### src/rtl/mem_fill_arbiter_pkg.sv
// Shared types and constants for the I/D memory fill arbiter.
// Package name is mem_arb_pkg; imported by the interface, arb_pick and the top.
package mem_arb_pkg;

  localparam int ADDR_W          = 16;
  localparam int DATA_W          = 16;
  localparam int WORDS_PER_BLOCK = 8;
  localparam int MEM_LAT         = 4;
  localparam int WORD_IDX_W      = $clog2(WORDS_PER_BLOCK);

  typedef enum logic [1:0] {
    IDLE  = 2'd0,
    ISSUE = 2'd1,
    DRAIN = 2'd2,
    WRITE = 2'd3
  } state_e;

  typedef enum logic {
    REQ_I = 1'b0,
    REQ_D = 1'b1
  } req_e;

  // Words are 2 bytes, so a block spans 2*WORDS_PER_BLOCK byte addresses.
  function automatic logic [ADDR_W-1:0] block_base(input logic [ADDR_W-1:0] addr);
    return addr & ~ADDR_W'(2 * WORDS_PER_BLOCK - 1);
  endfunction

endpackage

### src/rtl/mem_fill_arbiter_if.sv
// Bundle of cache-side request/grant/fill signals and the main-memory port.
// A requester raises req and holds it (with stable addr/we/wdata) until its done pulse.
interface mem_fill_arbiter_if;
  import mem_arb_pkg::*;

  logic                  i_req;
  logic [ADDR_W-1:0]     i_addr;
  logic                  i_grant;
  logic                  i_done;
  logic                  d_req;
  logic                  d_we;
  logic [ADDR_W-1:0]     d_addr;
  logic [DATA_W-1:0]     d_wdata;
  logic                  d_grant;
  logic                  d_done;
  logic                  fill_valid;
  logic [DATA_W-1:0]     fill_data;
  logic [WORD_IDX_W-1:0] fill_idx;
  logic                  mem_en;
  logic                  mem_wr;
  logic [ADDR_W-1:0]     mem_addr;
  logic [DATA_W-1:0]     mem_wdata;
  logic [DATA_W-1:0]     mem_rdata;
  logic                  mem_rvalid;

  modport master (
    input  i_req, i_addr, d_req, d_we, d_addr, d_wdata, mem_rdata, mem_rvalid,
    output i_grant, i_done, d_grant, d_done, fill_valid, fill_data, fill_idx,
           mem_en, mem_wr, mem_addr, mem_wdata
  );

  modport slave (
    output i_req, i_addr, d_req, d_we, d_addr, d_wdata, mem_rdata, mem_rvalid,
    input  i_grant, i_done, d_grant, d_done, fill_valid, fill_data, fill_idx,
           mem_en, mem_wr, mem_addr, mem_wdata
  );

endinterface

### src/rtl/mem_fill_arbiter_arb_pick.sv
// Combinational 2-way requester select. Ties go to D unless ARB_RR_EN is defined,
// in which case a tie goes to the side not granted last (rr_last_i).
module arb_pick
  import mem_arb_pkg::*;
(
  input  logic i_req_i,
  input  logic d_req_i,
`ifdef ARB_RR_EN
  input  req_e rr_last_i,
`endif
  output logic valid_o,
  output req_e pick_o
);

  always_comb begin
    valid_o = i_req_i | d_req_i;
    pick_o  = REQ_I;
    if (d_req_i && !i_req_i) begin
      pick_o = REQ_D;
    end else if (d_req_i && i_req_i) begin
`ifdef ARB_RR_EN
      pick_o = (rr_last_i == REQ_I) ? REQ_D : REQ_I;
`else
      pick_o = REQ_D;
`endif
    end
  end

endmodule

### src/rtl/mem_fill_arbiter.sv
// Shares one pipelined memory between I-cache and D-cache: block fills and posted writes.
// Optional ARB_RR_EN: round-robin tie-break instead of fixed D priority.
module mem_fill_arbiter
  import mem_arb_pkg::*;
(
  input  logic               clk,
  input  logic               rst,
  mem_fill_arbiter_if.master bus,
  output state_e             dbg_state_o
);

  state_e                state_q;
  req_e                  owner_q;
  logic [WORD_IDX_W-1:0] issue_cnt_q;
  logic [WORD_IDX_W-1:0] recv_cnt_q;
  logic [ADDR_W-1:0]     base_q;
  logic [ADDR_W-1:0]     mem_addr_q;
  logic [DATA_W-1:0]     mem_wdata_q;
  logic                  i_grant_q;
  logic                  d_grant_q;
  logic                  mem_en_q;
  logic                  mem_wr_q;
`ifdef ARB_RR_EN
  req_e                  rr_q;
`endif

  logic                  pick_valid;
  req_e                  pick_side;
  logic [ADDR_W-1:0]     base_d;
  logic                  in_fill;
  logic                  fill_valid;
  logic                  last_word;

  arb_pick u_pick (
    .i_req_i   (bus.i_req),
    .d_req_i   (bus.d_req),
`ifdef ARB_RR_EN
    .rr_last_i (rr_q),
`endif
    .valid_o   (pick_valid),
    .pick_o    (pick_side)
  );

  // Returned words are only accepted while a fill owns the memory; anything else is stale.
  assign in_fill    = (state_q == ISSUE) || (state_q == DRAIN);
  assign fill_valid = in_fill & bus.mem_rvalid;
  assign last_word  = fill_valid && (recv_cnt_q == WORD_IDX_W'(WORDS_PER_BLOCK - 1));
  assign base_d     = block_base((pick_side == REQ_D) ? bus.d_addr : bus.i_addr);

  always_ff @(posedge clk or posedge rst) begin
    if (rst) begin
      state_q     <= IDLE;
      owner_q     <= REQ_I;
      issue_cnt_q <= '0;
      recv_cnt_q  <= '0;
      base_q      <= '0;
      mem_addr_q  <= '0;
      mem_wdata_q <= '0;
      i_grant_q   <= 1'b0;
      d_grant_q   <= 1'b0;
      mem_en_q    <= 1'b0;
      mem_wr_q    <= 1'b0;
`ifdef ARB_RR_EN
      rr_q        <= REQ_I;
`endif
    end else begin
      mem_en_q <= 1'b0;
      mem_wr_q <= 1'b0;
      if (fill_valid) begin
        recv_cnt_q <= recv_cnt_q + WORD_IDX_W'(1);
      end
      case (state_q)
        IDLE: begin
          if (pick_valid) begin
            owner_q <= pick_side;
`ifdef ARB_RR_EN
            rr_q    <= pick_side;
`endif
            if (pick_side == REQ_D) begin
              d_grant_q <= 1'b1;
            end else begin
              i_grant_q <= 1'b1;
            end
            // Writes go out in the grant cycle itself; fills start issuing one cycle later.
            if (pick_side == REQ_D && bus.d_we) begin
              state_q     <= WRITE;
              mem_en_q    <= 1'b1;
              mem_wr_q    <= 1'b1;
              mem_addr_q  <= {bus.d_addr[ADDR_W-1:1], 1'b0};
              mem_wdata_q <= bus.d_wdata;
            end else begin
              state_q     <= ISSUE;
              base_q      <= base_d;
              issue_cnt_q <= '0;
              recv_cnt_q  <= '0;
            end
          end
        end
        ISSUE: begin
          mem_en_q    <= 1'b1;
          mem_addr_q  <= base_q + ADDR_W'({issue_cnt_q, 1'b0});
          issue_cnt_q <= issue_cnt_q + WORD_IDX_W'(1);
          if (issue_cnt_q == WORD_IDX_W'(WORDS_PER_BLOCK - 1)) begin
            state_q <= DRAIN;
          end
        end
        DRAIN: begin
          if (last_word) begin
            state_q   <= IDLE;
            i_grant_q <= 1'b0;
            d_grant_q <= 1'b0;
          end
        end
        WRITE: begin
          state_q   <= IDLE;
          d_grant_q <= 1'b0;
        end
        default: state_q <= IDLE;
      endcase
    end
  end

  assign bus.i_grant    = i_grant_q;
  assign bus.d_grant    = d_grant_q;
  assign bus.i_done     = last_word && (owner_q == REQ_I);
  assign bus.d_done     = (last_word && (owner_q == REQ_D)) || (state_q == WRITE);
  assign bus.fill_valid = fill_valid;
  assign bus.fill_data  = fill_valid ? bus.mem_rdata : '0;
  assign bus.fill_idx   = recv_cnt_q;
  assign bus.mem_en     = mem_en_q;
  assign bus.mem_wr     = mem_wr_q;
  assign bus.mem_addr   = mem_addr_q;
  assign bus.mem_wdata  = mem_wdata_q;
  assign dbg_state_o    = state_q;

endmodule

### src/flat_wrapper.sv
// flat-port wrapper written by rule: the top's interface ports become plain ports
module mem_fill_arbiter_flat import mem_arb_pkg::*;
  (clk, rst, dbg_state_o, bus_i_req, bus_i_addr, bus_d_req, bus_d_we, bus_d_addr, bus_d_wdata, bus_mem_rdata, bus_mem_rvalid, bus_i_grant, bus_i_done, bus_d_grant, bus_d_done, bus_fill_valid, bus_fill_data, bus_fill_idx, bus_mem_en, bus_mem_wr, bus_mem_addr, bus_mem_wdata);
  mem_fill_arbiter_if bus_i ();
  input  logic clk;
  input  logic rst;
  output state_e dbg_state_o;
  input wire logic [$bits(bus_i.i_req)-1:0] bus_i_req;
  input wire logic [$bits(bus_i.i_addr)-1:0] bus_i_addr;
  input wire logic [$bits(bus_i.d_req)-1:0] bus_d_req;
  input wire logic [$bits(bus_i.d_we)-1:0] bus_d_we;
  input wire logic [$bits(bus_i.d_addr)-1:0] bus_d_addr;
  input wire logic [$bits(bus_i.d_wdata)-1:0] bus_d_wdata;
  input wire logic [$bits(bus_i.mem_rdata)-1:0] bus_mem_rdata;
  input wire logic [$bits(bus_i.mem_rvalid)-1:0] bus_mem_rvalid;
  output wire logic [$bits(bus_i.i_grant)-1:0] bus_i_grant;
  output wire logic [$bits(bus_i.i_done)-1:0] bus_i_done;
  output wire logic [$bits(bus_i.d_grant)-1:0] bus_d_grant;
  output wire logic [$bits(bus_i.d_done)-1:0] bus_d_done;
  output wire logic [$bits(bus_i.fill_valid)-1:0] bus_fill_valid;
  output wire logic [$bits(bus_i.fill_data)-1:0] bus_fill_data;
  output wire logic [$bits(bus_i.fill_idx)-1:0] bus_fill_idx;
  output wire logic [$bits(bus_i.mem_en)-1:0] bus_mem_en;
  output wire logic [$bits(bus_i.mem_wr)-1:0] bus_mem_wr;
  output wire logic [$bits(bus_i.mem_addr)-1:0] bus_mem_addr;
  output wire logic [$bits(bus_i.mem_wdata)-1:0] bus_mem_wdata;
  assign bus_i.i_req = bus_i_req;
  assign bus_i.i_addr = bus_i_addr;
  assign bus_i.d_req = bus_d_req;
  assign bus_i.d_we = bus_d_we;
  assign bus_i.d_addr = bus_d_addr;
  assign bus_i.d_wdata = bus_d_wdata;
  assign bus_i.mem_rdata = bus_mem_rdata;
  assign bus_i.mem_rvalid = bus_mem_rvalid;
  assign bus_i_grant = bus_i.i_grant;
  assign bus_i_done = bus_i.i_done;
  assign bus_d_grant = bus_i.d_grant;
  assign bus_d_done = bus_i.d_done;
  assign bus_fill_valid = bus_i.fill_valid;
  assign bus_fill_data = bus_i.fill_data;
  assign bus_fill_idx = bus_i.fill_idx;
  assign bus_mem_en = bus_i.mem_en;
  assign bus_mem_wr = bus_i.mem_wr;
  assign bus_mem_addr = bus_i.mem_addr;
  assign bus_mem_wdata = bus_i.mem_wdata;
  mem_fill_arbiter u_core (.clk(clk), .rst(rst), .bus(bus_i), .dbg_state_o(dbg_state_o));
endmodule
### config.mk
export PLATFORM = sky130hd
export DESIGN_NAME = mem_fill_arbiter_flat
export DESIGN_NICKNAME = d
export VERILOG_FILES = /design/src/rtl/mem_fill_arbiter_pkg.sv /design/src/rtl/mem_fill_arbiter_if.sv /design/src/rtl/mem_fill_arbiter_arb_pick.sv /design/src/rtl/mem_fill_arbiter.sv /design/src/flat_wrapper.sv
export SDC_FILE = /design/constraint.sdc
export NUM_CORES = 1
export LEC_CHECK = 0
export ABC_AREA = 1
export BUFFER_PORTS_ARGS = -buffer_cell sky130_fd_sc_hd__buf_4
export CORE_MARGIN = 2
export CORE_UTILIZATION = 35
export DETAILED_ROUTE_END_ITERATION = 6
export GPL_TIMING_DRIVEN = 0
export PLACE_DENSITY = 0.63
export SYNTH_ARGS = -nofsm -noshare
export SYNTH_HDL_FRONTEND = slang
export SYNTH_HIERARCHICAL = 1
export SYNTH_SLANG_ARGS = --single-unit
export TNS_END_PERCENT = 5
### constraint.sdc
create_clock -name clk -period 1.6 [get_ports clk]
set_input_delay 0.16 -clock clk [delete_from_list [all_inputs] [get_ports clk]]
set_output_delay 0.16 -clock clk [all_outputs]
set_load 0.05 [all_outputs]
Word level (Yosys, flattened, before mapping). Cells that the tools add are included.

Register bits after elaboration: 57.

$add $sub $neg: 3. Equal/unequal tests: 12. Mux-type cells: 30. Bitwise logic cells: 4. Reductions and logical operators: 21.

Operators with widths (count): two-way mux 16 bit (4); case mux 16 bit (2 select lines) (1); two-way mux 3 bit (6); adder 16 x 4 -> 16 bit (1); AND reduction 3 bit (5); two-way mux 1 bit (10); two-way mux 2 bit (4); inequality test 2 x 1 -> 1 bit (second input constant) (4); case mux 2 bit (4 select lines) (1); AND reduction 4 bit (2); adder 3 x 1 -> 3 bit (second input constant) (2); == test 3 bit (second input constant) (2); logical AND 1 bit (6); inequality test 2 bit (second input constant) (3); case mux 3 bit (2 select lines) (1); == test 2 bit (second input constant) (2); case mux 1 bit (2 select lines) (2); nonzero test 2 bit (2); case mux 1 bit (3 select lines) (1); nonzero test 3 bit (1); == test 2 x 1 -> 1 bit (second input constant) (1); logical NOT 2 bit (1); logical OR 1 bit (2); NOT 1 bit (2); other kinds (4) (4).

Logic depth before layout (Yosys ltp). Gate-level depths: netlist (run 1).

Word-level depth: 7. Depth in mapped cells: 9. Gate-level depth less buffers: 8.

Hierarchy. Netlist (run 1), hierarchy kept.

Modules (own cells, without submodules): mem_fill_arbiter (times used 1, cells an instance 348, area each 2895.3 um^2); arb_pick (times used 1, cells an instance 4, area each 15.0 um^2).

Least setup slack after synthesis (run 1). No wires, ideal clock.

Path type: flip-flop to output port. From: register u_core.state_q[0] (netlist: u_core/dbg_state_o[0]). To: output port bus_fill_data[10]. Arrival: 2173 ps. Required time: 1440 ps. Path slack: -733 ps. Cell stages (with the launch flop): 7. Buffers on the path: 2. Path through: dfrtp_1 > inv_1 > ha_1 > nand2_1 > buf_2 > buf_2 > nor2_1.

Longest elaborated chain between the ends: 4. Elaborated cells on any way between the ends: 5.

RTL lines: from (decl) (RTL line mem_fill_arbiter.sv:12) `state_e state_q;`; from (signal assigned) (RTL line mem_fill_arbiter.sv:52) `state_q <= IDLE;`; from (signal assigned) (RTL line mem_fill_arbiter.sv:86) `state_q <= WRITE;`; from (signal assigned) (RTL line mem_fill_arbiter.sv:92) `state_q <= ISSUE;`; == test 2 x 1 -> 1 bit / == test 2 bit (equally long branches) (RTL line mem_fill_arbiter.sv:45) `assign in_fill = (state_q == ISSUE) || (state_q == DRAIN);`; logical OR 1 bit * (RTL line mem_fill_arbiter.sv:45); bitwise AND 1 bit * (RTL line mem_fill_arbiter.sv:46) `assign fill_valid = in_fill & bus.mem_rvalid;`; two-way mux 16 bit * (RTL line mem_fill_arbiter.sv:128) `assign bus.fill_data = fill_valid ? bus.mem_rdata : '0;`; to (decl) (RTL line flat_wrapper.sv:21) `output wire logic [$bits(bus_i.fill_data)-1:0] bus_fill_data;`.

Every way passes the cells marked *; elsewhere a longest branch is shown, timed or not.

Worst setup path after layout (run 1).
From: register u_core.state_q[1] (netlist: u_core/dbg_state_o[1]). To: output port bus_fill_data[10].

Same word-level chain as after synthesis.

==> results of run 1 <==
[final cells by class]
| type | count | area (um^2) | area share |
|---|---|---|---|
| tap | 105 | 131 | 0.0294 |
| inverter | 37 | 149 | 0.0333 |
| sequential | 56 | 1410 | 0.314 |
| clock buffer | 6 | 82.6 | 0.0185 |
| multi-input combinational | 242 | 1420 | 0.318 |
| clock inverter | 1 | 8.76 | 0.00196 |
| buffer | 17 | 160 | 0.0358 |
| timing repair buffer | 132 | 1110 | 0.248 |
[routing by layer]
metal / vias to the layer above / share of wire / global-route usage
li1: 1375 / - / -
met1: 1206 / 0.44 / 0.233
met2: 90 / 0.48 / 0.293
met3: 4 / 0.070 / 0.0348
met4: 0 / 0.0092 / 0.0435
met5: - / 0 / 0
[cell usage in the layout (no fill, tap or decap), drive strengths merged]
cell type / count
o211ai: 12
dlygate4sd3: 1
ha: 9
o21bai: 2
o21ai: 33
or2: 26
clkinv: 2
nor2: 26
nand2: 119
conb: 1
inv: 36
clkbuf: 10
nand3: 10
nand4: 3
dfrtp: 56
xor2: 1
buf: 144
[worst reg2reg max path, cell delays in order (launching register included)]
cell	delay, ns
dfrtp_2	0.41
inv_2	0.08
buf_4	0.13
ha_2	0.21
inv_2	0.08
nand2_1	0.08
nand3_2	0.12
buf_4	0.21
nand2_1	0.08
o21ai_2	0.05
[logic make-up after synthesis]
group / after synthesis / synth area share
AO/OA/AOI/OAI: 47 / 0.107
XOR/XNOR: 1 / 0.00301
adder cells (fa/ha/maj): 9 / 0.0387
buffers and inverters: 54 / 0.0911
flip-flops: 56 / 0.482
other: 1 / 0.00129
AND/OR/NAND/NOR: 184 / 0.277
[stage by stage]
step / power [W] / instance area [um^2] / hold WS (ns) / utilization / TNS (ns)
2_1_floorplan: 0.00676 / 3060 / 0.270 / - / -2.06
3_3_place_gp: 0.00831 / 4110 / 0.355 / 0.506 / -41.80
3_5_place_dp: 0.00842 / 4130 / 0.244 / 0.508 / -0.629
4_1_cts: 0.00966 / 4440 / 0.0316 / 0.546 / -2.59
5_1_grt: 0.0103 / 4470 / 0.0279 / 0.549 / -3.81
6_report: 0.00962 / 4470 / 0.0420 / 0.549 / -2.22
[power breakdown]
part           internal (W)  leakage (nW)  switching (W)
Sequential          0.00209         0.691       0.000361
Combinational       0.00224          1.65        0.00412
Clock              0.000347        0.0473       0.000450
[flip-flops by register name, indices dropped and copies added (netlist names)]
signal,flops
u_core/base_q,12
u_core/issue_cnt_q,3
u_core/bus.mem_en,1
u_core/bus.d_grant,1
u_core/bus.mem_wdata,16
u_core/owner_q,1
u_core/dbg_state_o,2
u_core/bus.mem_wr,1
u_core/bus.i_grant,1
u_core/bus.mem_addr,15
u_core/bus.fill_idx,3
[worst paths after layout]
check	to	from	slack (ns)
min in group asynchronous	u_core/bus.mem_en$_DFF_PP0_	rst	0.45
hold / removal	u_core/bus.mem_wdata[3]$_DFFE_PP0P_	bus_d_wdata[3]	0.04
max in group asynchronous	u_core/bus.fill_idx[0]$_DFF_PP0_	rst	0.57
setup / recovery	bus_fill_data[10]	u_core/dbg_state_o[1]$_DFFE_PP0P_	-0.14
setup reg to reg	u_core/bus.mem_addr[8]$_DFFE_PP0P_	u_core/dbg_state_o[1]$_DFFE_PP0P_	0.06
hold reg to reg	u_core/base_q[8]$_DFFE_PP0P_	u_core/base_q[8]$_DFFE_PP0P_	0.48
[timing repair]
item,CTS,global route
gates cloned,1,0
hold endpoints to repair,23,0
setup endpoints to repair,39,52
setup buffers,6,0
pin swaps,2,0
resized for setup,39,10
hold buffers,1,0
==> qor.csv, run 1 <==
metric,value,unit
status,"finished, violations left",
violations,setup timing,
crit_chain,inv_2 -> ha_4 -> nand2_4 -> buf_12 -> buf_16 -> nor2_4 -> buf_8,
ir_drop,1.03,mV
cts_tree,done,
drt-initial-drc-count,81,
seq_area_frac_synth,0.482,
ff2ff_path_depth,9,
max_freq,0.575,GHz
cp.depth,7,
yosys_warnings,6,
dp.cells,581,
worstSetupPathType,flip-flop to primary output,
critPathArrivalTime,1.58,ns
cts_buffers,5,
stdcell_count,596,
rsz0062_at_grt,true,
synth_most_common_cell,nand2_1,
wl_per_cell,12.9,um
core,0.00813,mm^2
antenna_found_initial,0,
track_usage,0.175,
die_h,95.2,um
setup_viol,18,
nNetsFinal,570,
initial_utilization,0.358,
portBuffers,123,
area_delta_synth_final,53.6,%
preCtsSetupSlack,-0.0951,ns
synth_seq_cells,56,
critPathMaxStageDelay,0.37,ns
relSlewSlack,0.646,
power.leakage,2.38,nW
crit_path_end_kind,primary output,
drv_slew,0,
cts.sinks,56,
yosys.area.top_type,dfrtp_1,
hold_class,input port to flip-flop,
num_antenna_cells,0,
syn_inst,352,
synth_ff_type,dfrtp_1,
hold-path-cell-count,3,
crit_slowest_cell,dfrtp_2,
route.vias.total,2675,
clock_skew,0.00695,ns
syn_area_per_cell,8.27,um^2
grt_pass1_wl,12500,um
hpwl,5910,um
cts.clk_slew.worst_paths,0.10,ns
drt_first_pass_iters,4,
ys_top_cells_by_count,"nand2_1, dfrtp_1, inv_1",
via_per_inst,4.49,
synth_edf_count,0,
num_io_pins,130,
htreeDepth,2,
ant_nets,0,
routed_wl,7710,um
drive_above_1_share,0.458,
grt_max_degree,34,
grt_overflow,0,
tightest_slew,0.531,ns
hold_viol_final,0,
cap_violations,0,
dieArea,0.00906,mm^2
clockRootBuffer,clkbuf_8,
nFillCells,756,
place.gp.congestion,0.837,
clock_latency,0.30,ns
drc,0,
period_needed,1.74,ns
yosysTopAreaCellShare,0.482,
cp.required,1.44,ns
start_kind,flip-flop,
powerDensity,2150,mW/mm^2
synth_area,0.00291,mm^2
clockBufferDepth,2,
synth_fp_nets,431,
cp_top_family,buffers and inverters,
synthArstFlopShare,1.00,
rows,33,
die_w,95.2,um
crit_buf_inv,4,
setup_ws,-0.141,ns
cp_max_fo,5,
synth_cell_types,28,
post-route-period-util,1.09,
grt_pass1_vias,2658,
synth_area_leaders,"dfrtp_1, nand2_1, or2_2, inv_1, ha_1",
Power figures use the tool's default switching activity.
==> inputs of run 2 (changes only) <==
Settings changed: CTS_BUF_LIST from default to sky130_fd_sc_hd__clkbuf_4 sky130_fd_sc_hd__clkbuf_8, SKIP_LAST_GASP from default to 1.
==> qor.csv, run 2 (same netlist as run 1, synthesis figures left out) <==
metric,value,unit,change
drv_slew,0,,unchanged
hold_viol_final,0,,unchanged
drt_first_pass_iters,4,,unchanged
cp_max_fo,5,,unchanged
period_needed,1.75,ns,was 1.74 ns
clockRootBuffer,clkbuf_8,,unchanged
dieArea,0.00906,mm^2,unchanged
dp.cells,581,,unchanged
core,0.00813,mm^2,unchanged
worstSetupPathType,flip-flop to primary output,,unchanged
area_delta_synth_final,52.4,%,was 53.6%
cts.clk_slew.worst_paths,0.10,ns,about the same
status,"finished, violations left",,unchanged
relSlewSlack,0.647,,was 0.646
cts_buffers,5,,unchanged
powerDensity,2150,mW/mm^2,about the same
htreeDepth,2,,unchanged
ant_nets,0,,unchanged
route.vias.total,2689,,"was 2,675"
drt-initial-drc-count,78,,was 81
hpwl,5910,um,unchanged
setup_viol,42,,was 18
tightest_slew,0.529,ns,was 0.531 ns
grt_pass1_vias,2661,,"was 2,658"
drive_above_1_share,0.450,,was 0.458
crit_slowest_cell,dfrtp_2,,unchanged
cp.required,1.44,ns,about the same
setup_ws,-0.146,ns,was -0.141 ns
die_h,95.2,um,unchanged
critPathArrivalTime,1.59,ns,was 1.58 ns
wl_per_cell,12.9,um,about the same
hold_class,input port to flip-flop,,unchanged
start_kind,flip-flop,,unchanged
clock_latency,0.30,ns,about the same
via_per_inst,4.51,,was 4.49
largest_reg_flops,16,,unchanged
cts.sinks,56,,unchanged
drc,0,,unchanged
rsz0062_at_grt,true,,unchanged
die_w,95.2,um,unchanged
num_antenna_cells,0,,unchanged
final_cell_mix,"buf_4, nand2_1, dfrtp_1",,"was nand2_1, buf_4, dfrtp_1"
ir_drop,1.02,mV,was 1.03 mV
track_usage,0.175,,unchanged
rows,33,,unchanged
max_freq,0.573,GHz,was 0.575 GHz
grt_pass1_wl,12500,um,unchanged
violations,setup timing,,unchanged
clockBufferDepth,2,,unchanged
nFillCells,758,,was 756
cts_tree,done,,unchanged
place.gp.congestion,0.837,,unchanged
initial_utilization,0.358,,unchanged
antenna_found_initial,0,,unchanged
clock_skew,0.00708,ns,was 0.00695 ns
critPathMaxStageDelay,0.38,ns,was 0.37 ns
finalPower,0.00953,W,was 0.00962 W
cap_violations,0,,unchanged
grt_max_degree,34,,unchanged
crit_path_end_kind,primary output,,unchanged
num_io_pins,130,,unchanged
preCtsSetupSlack,-0.0951,ns,unchanged
routed_wl,7710,um,about the same
stdcell_count,596,,unchanged
power.leakage,2.38,nW,about the same
portBuffers,123,,unchanged
post-route-period-util,1.09,,about the same
grt_overflow,0,,unchanged
nNetsFinal,570,,unchanged
crit_chain,inv_2 -> ha_4 -> nand2_4 -> buf_12 -> buf_16 -> nor2_4 -> buf_8,,unchanged
-- run 2: metrics by stage --
step	utilization	hold slack (ns)	cell area (um^2)	setup TNS (ns)
floorplan	-	0.270	3060	-2.06
global placement	0.506	0.355	4110	-41.80
detailed placement	0.508	0.244	4130	-0.629
CTS	0.545	0.0316	4430	-3.30
global route	0.545	0.0279	4430	-7.72
finish	0.545	0.0414	4430	-3.13
-- run 2: area by class of cell --
type,instances,area (um^2),share of cell area
Inverter,37,146,0.0330
Multi-Input combinational cell,242,1410,0.317
Tap cell,105,131,0.0296
Clock inverter,1,8.76,0.00198
Sequential cell,56,1410,0.317
Buffer,17,150,0.0339
Clock buffer,6,82.6,0.0186
Timing Repair Buffer,132,1100,0.249
-- run 2: per-layer routing --
| metal | share of wire | track usage | vias to the layer above |
|---|---|---|---|
| li1 | - | - | 1373 |
| met1 | 0.44 | 0.233 | 1214 |
| met2 | 0.48 | 0.293 | 98 |
| met3 | 0.069 | 0.0348 | 4 |
| met4 | 0.0092 | 0.0435 | 0 |
| met5 | 0 | 0 | - |
-- run 2: what timing repair did --
item / in CTS / in global routing
gates resized for setup: 32 / 0
hold buffers: 1 / 0
cloned: 1 / 0
endpoints found under the hold margin: 23 / 0
setup buffers: 6 / 0
pin swaps: 2 / 0
setup endpoints to repair: 39 / 55
-- run 2: final timing paths --
path	startpoint	slack, ns	end	depth (start not counted)
setup / recovery	u_core/dbg_state_o[1]$_DFFE_PP0P_	-0.15	bus_fill_data[10]	7
min in group asynchronous	rst	0.45	u_core/bus.mem_en$_DFF_PP0_	3
setup reg to reg	u_core/dbg_state_o[0]$_DFFE_PP0P_	-0.07	u_core/bus.mem_addr[11]$_DFFE_PP0P_	6
hold reg to reg	u_core/base_q[8]$_DFFE_PP0P_	0.48	u_core/base_q[8]$_DFFE_PP0P_	2
hold / removal	bus_d_wdata[3]	0.04	u_core/bus.mem_wdata[3]$_DFFE_PP0P_	3
max in group asynchronous	rst	0.57	u_core/dbg_state_o[1]$_DFFE_PP0P_	4
-- run 2: critical path: cells and delay by family (launching register included) --
family,cells,cell delay [ns]
adders and majority gates,1,0.28
buffers and inverters,4,0.47
DFF,1,0.38
and+or+nand+nor,2,0.14
-- run 2: power by group --
part | leakage, nW | internal (W) | total, W | switching, W
Combinational | 1.64 | 0.00219 | 0.00628 | 0.00409
Sequential | 0.691 | 0.00209 | 0.00245 | 0.000359
Clock | 0.0473 | 0.000347 | 0.000795 | 0.000449
==> inputs of run 3 (changes only) <==
Settings changed: REMOVE_ABC_BUFFERS from default to 1, SKIP_CTS_REPAIR_TIMING from default to 1.
==> qor.csv, run 3 (same netlist as run 1, synthesis figures left out) <==
metric,value,unit,change
comb_power_share,0.630,,was 0.659
nFillCells,773,,was 758
cts_buffers,5,,unchanged
hold_class,input port to asynchronous set/reset pin,,was input port to flip-flop
switching_share,0.515,,was 0.514
post-route-period-util,1.09,,about the same
clock_skew,0.00740,ns,was 0.00708 ns
num_io_pins,130,,unchanged
clock_power_share,0.115,,was 0.083
largest_reg_flops,16,,unchanged
utilization,0.520,,was 0.545
start_kind,flip-flop,,unchanged
relSlewSlack,0.501,,was 0.647
drive_above_1_share,0.417,,was 0.450
dpl-instance-area,0.00387,mm^2,was 0.00413 mm^2
powerDensity,2280,mW/mm^2,was 2150 mW/mm^2
rrSetupSlack,-0.05,ns,was -0.07 ns
drc,0,,unchanged
tns,-3.07,ns,was -3.13 ns
hold_viol_final,33,,was 0
routed_wl,8050,um,was 7710 um
grt_max_degree,35,,was 34
cts_tree,done,,unchanged
clockRootBuffer,clkbuf_8,,unchanged
grt_pass1_vias,2568,,"was 2,661"
htreeDepth,2,,unchanged
drv_slew,0,,unchanged
setup_viol,46,,was 42
drt-initial-drc-count,105,,was 78
nNetsFinal,555,,was 570
num_antenna_cells,0,,unchanged
cp.required,1.44,ns,about the same
portBuffers,123,,unchanged
rows,33,,unchanged
grt_pass1_wl,11900,um,"was 12,500 um"
via_per_inst,4.66,,was 4.51
cp_max_fo,20,,was 5
rsz0062_at_grt,true,,unchanged
die_w,95.2,um,unchanged
final_common_cell,buf_4,,
area_delta_synth_final,45.4,%,was 52.4%
critPathArrivalTime,1.58,ns,was 1.59 ns
ant_nets,0,,unchanged
period_needed,1.74,ns,was 1.75 ns
crit_path_end_kind,primary output,,unchanged
finalPower,0.00966,W,was 0.00953 W
power.leakage,2.31,nW,was 2.38 nW
violations,"hold timing, setup timing",,was setup timing
dieArea,0.00906,mm^2,unchanged
ir_drop,1.14,mV,was 1.02 mV
stdcell_count,582,,was 596
cts.clk_slew.worst_paths,0.11,ns,was 0.10 ns
clock_latency,0.31,ns,was 0.30 ns
grt_overflow,0,,unchanged
cap_violations,0,,unchanged
p_int,0.00469,W,was 0.00463 W
cts.sinks,56,,unchanged
worstSetupPathType,flip-flop to primary output,,unchanged
core,0.00813,mm^2,unchanged
setup_ws,-0.137,ns,was -0.146 ns
wl_per_cell,13.8,um,was 12.9 um
drt_first_pass_iters,4,,unchanged
p_switching,0.00497,W,was 0.00490 W
hpwl,5330,um,was 5910 um
die_h,95.2,um,unchanged
tightest_slew,0.747,ns,was 0.529 ns
antenna_found_initial,0,,unchanged
route.vias.total,2710,,"was 2,689"
final_cell_mix,"buf_4, nand2_1, dfrtp_1",,unchanged
initial_utilization,0.358,,unchanged
clockBufferDepth,2,,unchanged
pwr-share-seq,0.254,,was 0.257
holdWs,-0.0244,ns,was 0.0414 ns
final_cell_area,0.00423,mm^2,was 0.00443 mm^2
status,"finished, violations left",,unchanged
place.gp.congestion,0.806,,was 0.837
track_usage,0.166,,was 0.175
dp.cells,564,,was 581
max_freq,0.576,GHz,was 0.573 GHz
## run 3: path summary, 6_finish.rpt
check | startpoint | end | cells after the start
max reg2reg | u_core/dbg_state_o[1]$_DFFE_PP0P_ | u_core/base_q[8]$_DFFE_PP0P_ | 8
max | u_core/dbg_state_o[1]$_DFFE_PP0P_ | bus_fill_data[4] | 5
min reg2reg | u_core/base_q[11]$_DFFE_PP0P_ | u_core/base_q[11]$_DFFE_PP0P_ | 2
max in group asynchronous | rst | u_core/bus.mem_addr[2]$_DFFE_PP0P_ | 3
min | rst | u_core/bus.mem_wdata[14]$_DFFE_PP0P_ | 2
min in group clk | bus_d_wdata[0] | u_core/bus.mem_wdata[0]$_DFFE_PP0P_ | 3
## run 3: layout make-up
type | instances | area (um^2) | area share
clock inverter | 3 | 68.8 | 0.0163
sequential | 56 | 1400 | 0.331
tap | 105 | 131 | 0.0310
timing repair buffer | 132 | 1050 | 0.248
multi-input combinational | 244 | 1360 | 0.320
inverter | 37 | 155 | 0.0367
clock buffer | 5 | 68.8 | 0.0163
## run 3: metrics by stage
| stage | setup WS, ns | hold WS [ns] |
|---|---|---|
| CTS | -1.41 | 0.00611 |
| detailed placement | -1.38 | 0.353 |
| global placement | -1.31 | 0.356 |
| global route | -0.223 | 0.0202 |
| finish | -0.137 | -0.0244 |
| floorplan | -0.743 | 0.270 |
## run 3: worst max-delay path, cell delays in order, from the launching register on
cell,delay (ns)
dfrtp_1,0.42
inv_2,0.10
ha_4,0.32
nand2_8,0.11
nor2_1,0.15
buf_6,0.18
## run 3: power by group through the flow
stage,registers [W],logic [W],clock network [W]
6_report,0.00246,0.00609,0.00111
5_1_grt,0.00254,0.00656,0.00121
4_1_cts,0.00245,0.00552,0.00114
3_5_place_dp,0.00248,0.00549,0
3_3_place_gp,0.00246,0.00540,0
2_1_floorplan,0.00408,0.00223,0
## run 3: per-layer routing
metal | routed length (um) | share of wire | global-route usage
met5 | 0 | 0 | 0
met4 | 170 | 0.021 | 0.0592
met3 | 459 | 0.057 | 0.0324
met2 | 3940 | 0.49 | 0.278
met1 | 3480 | 0.43 | 0.213
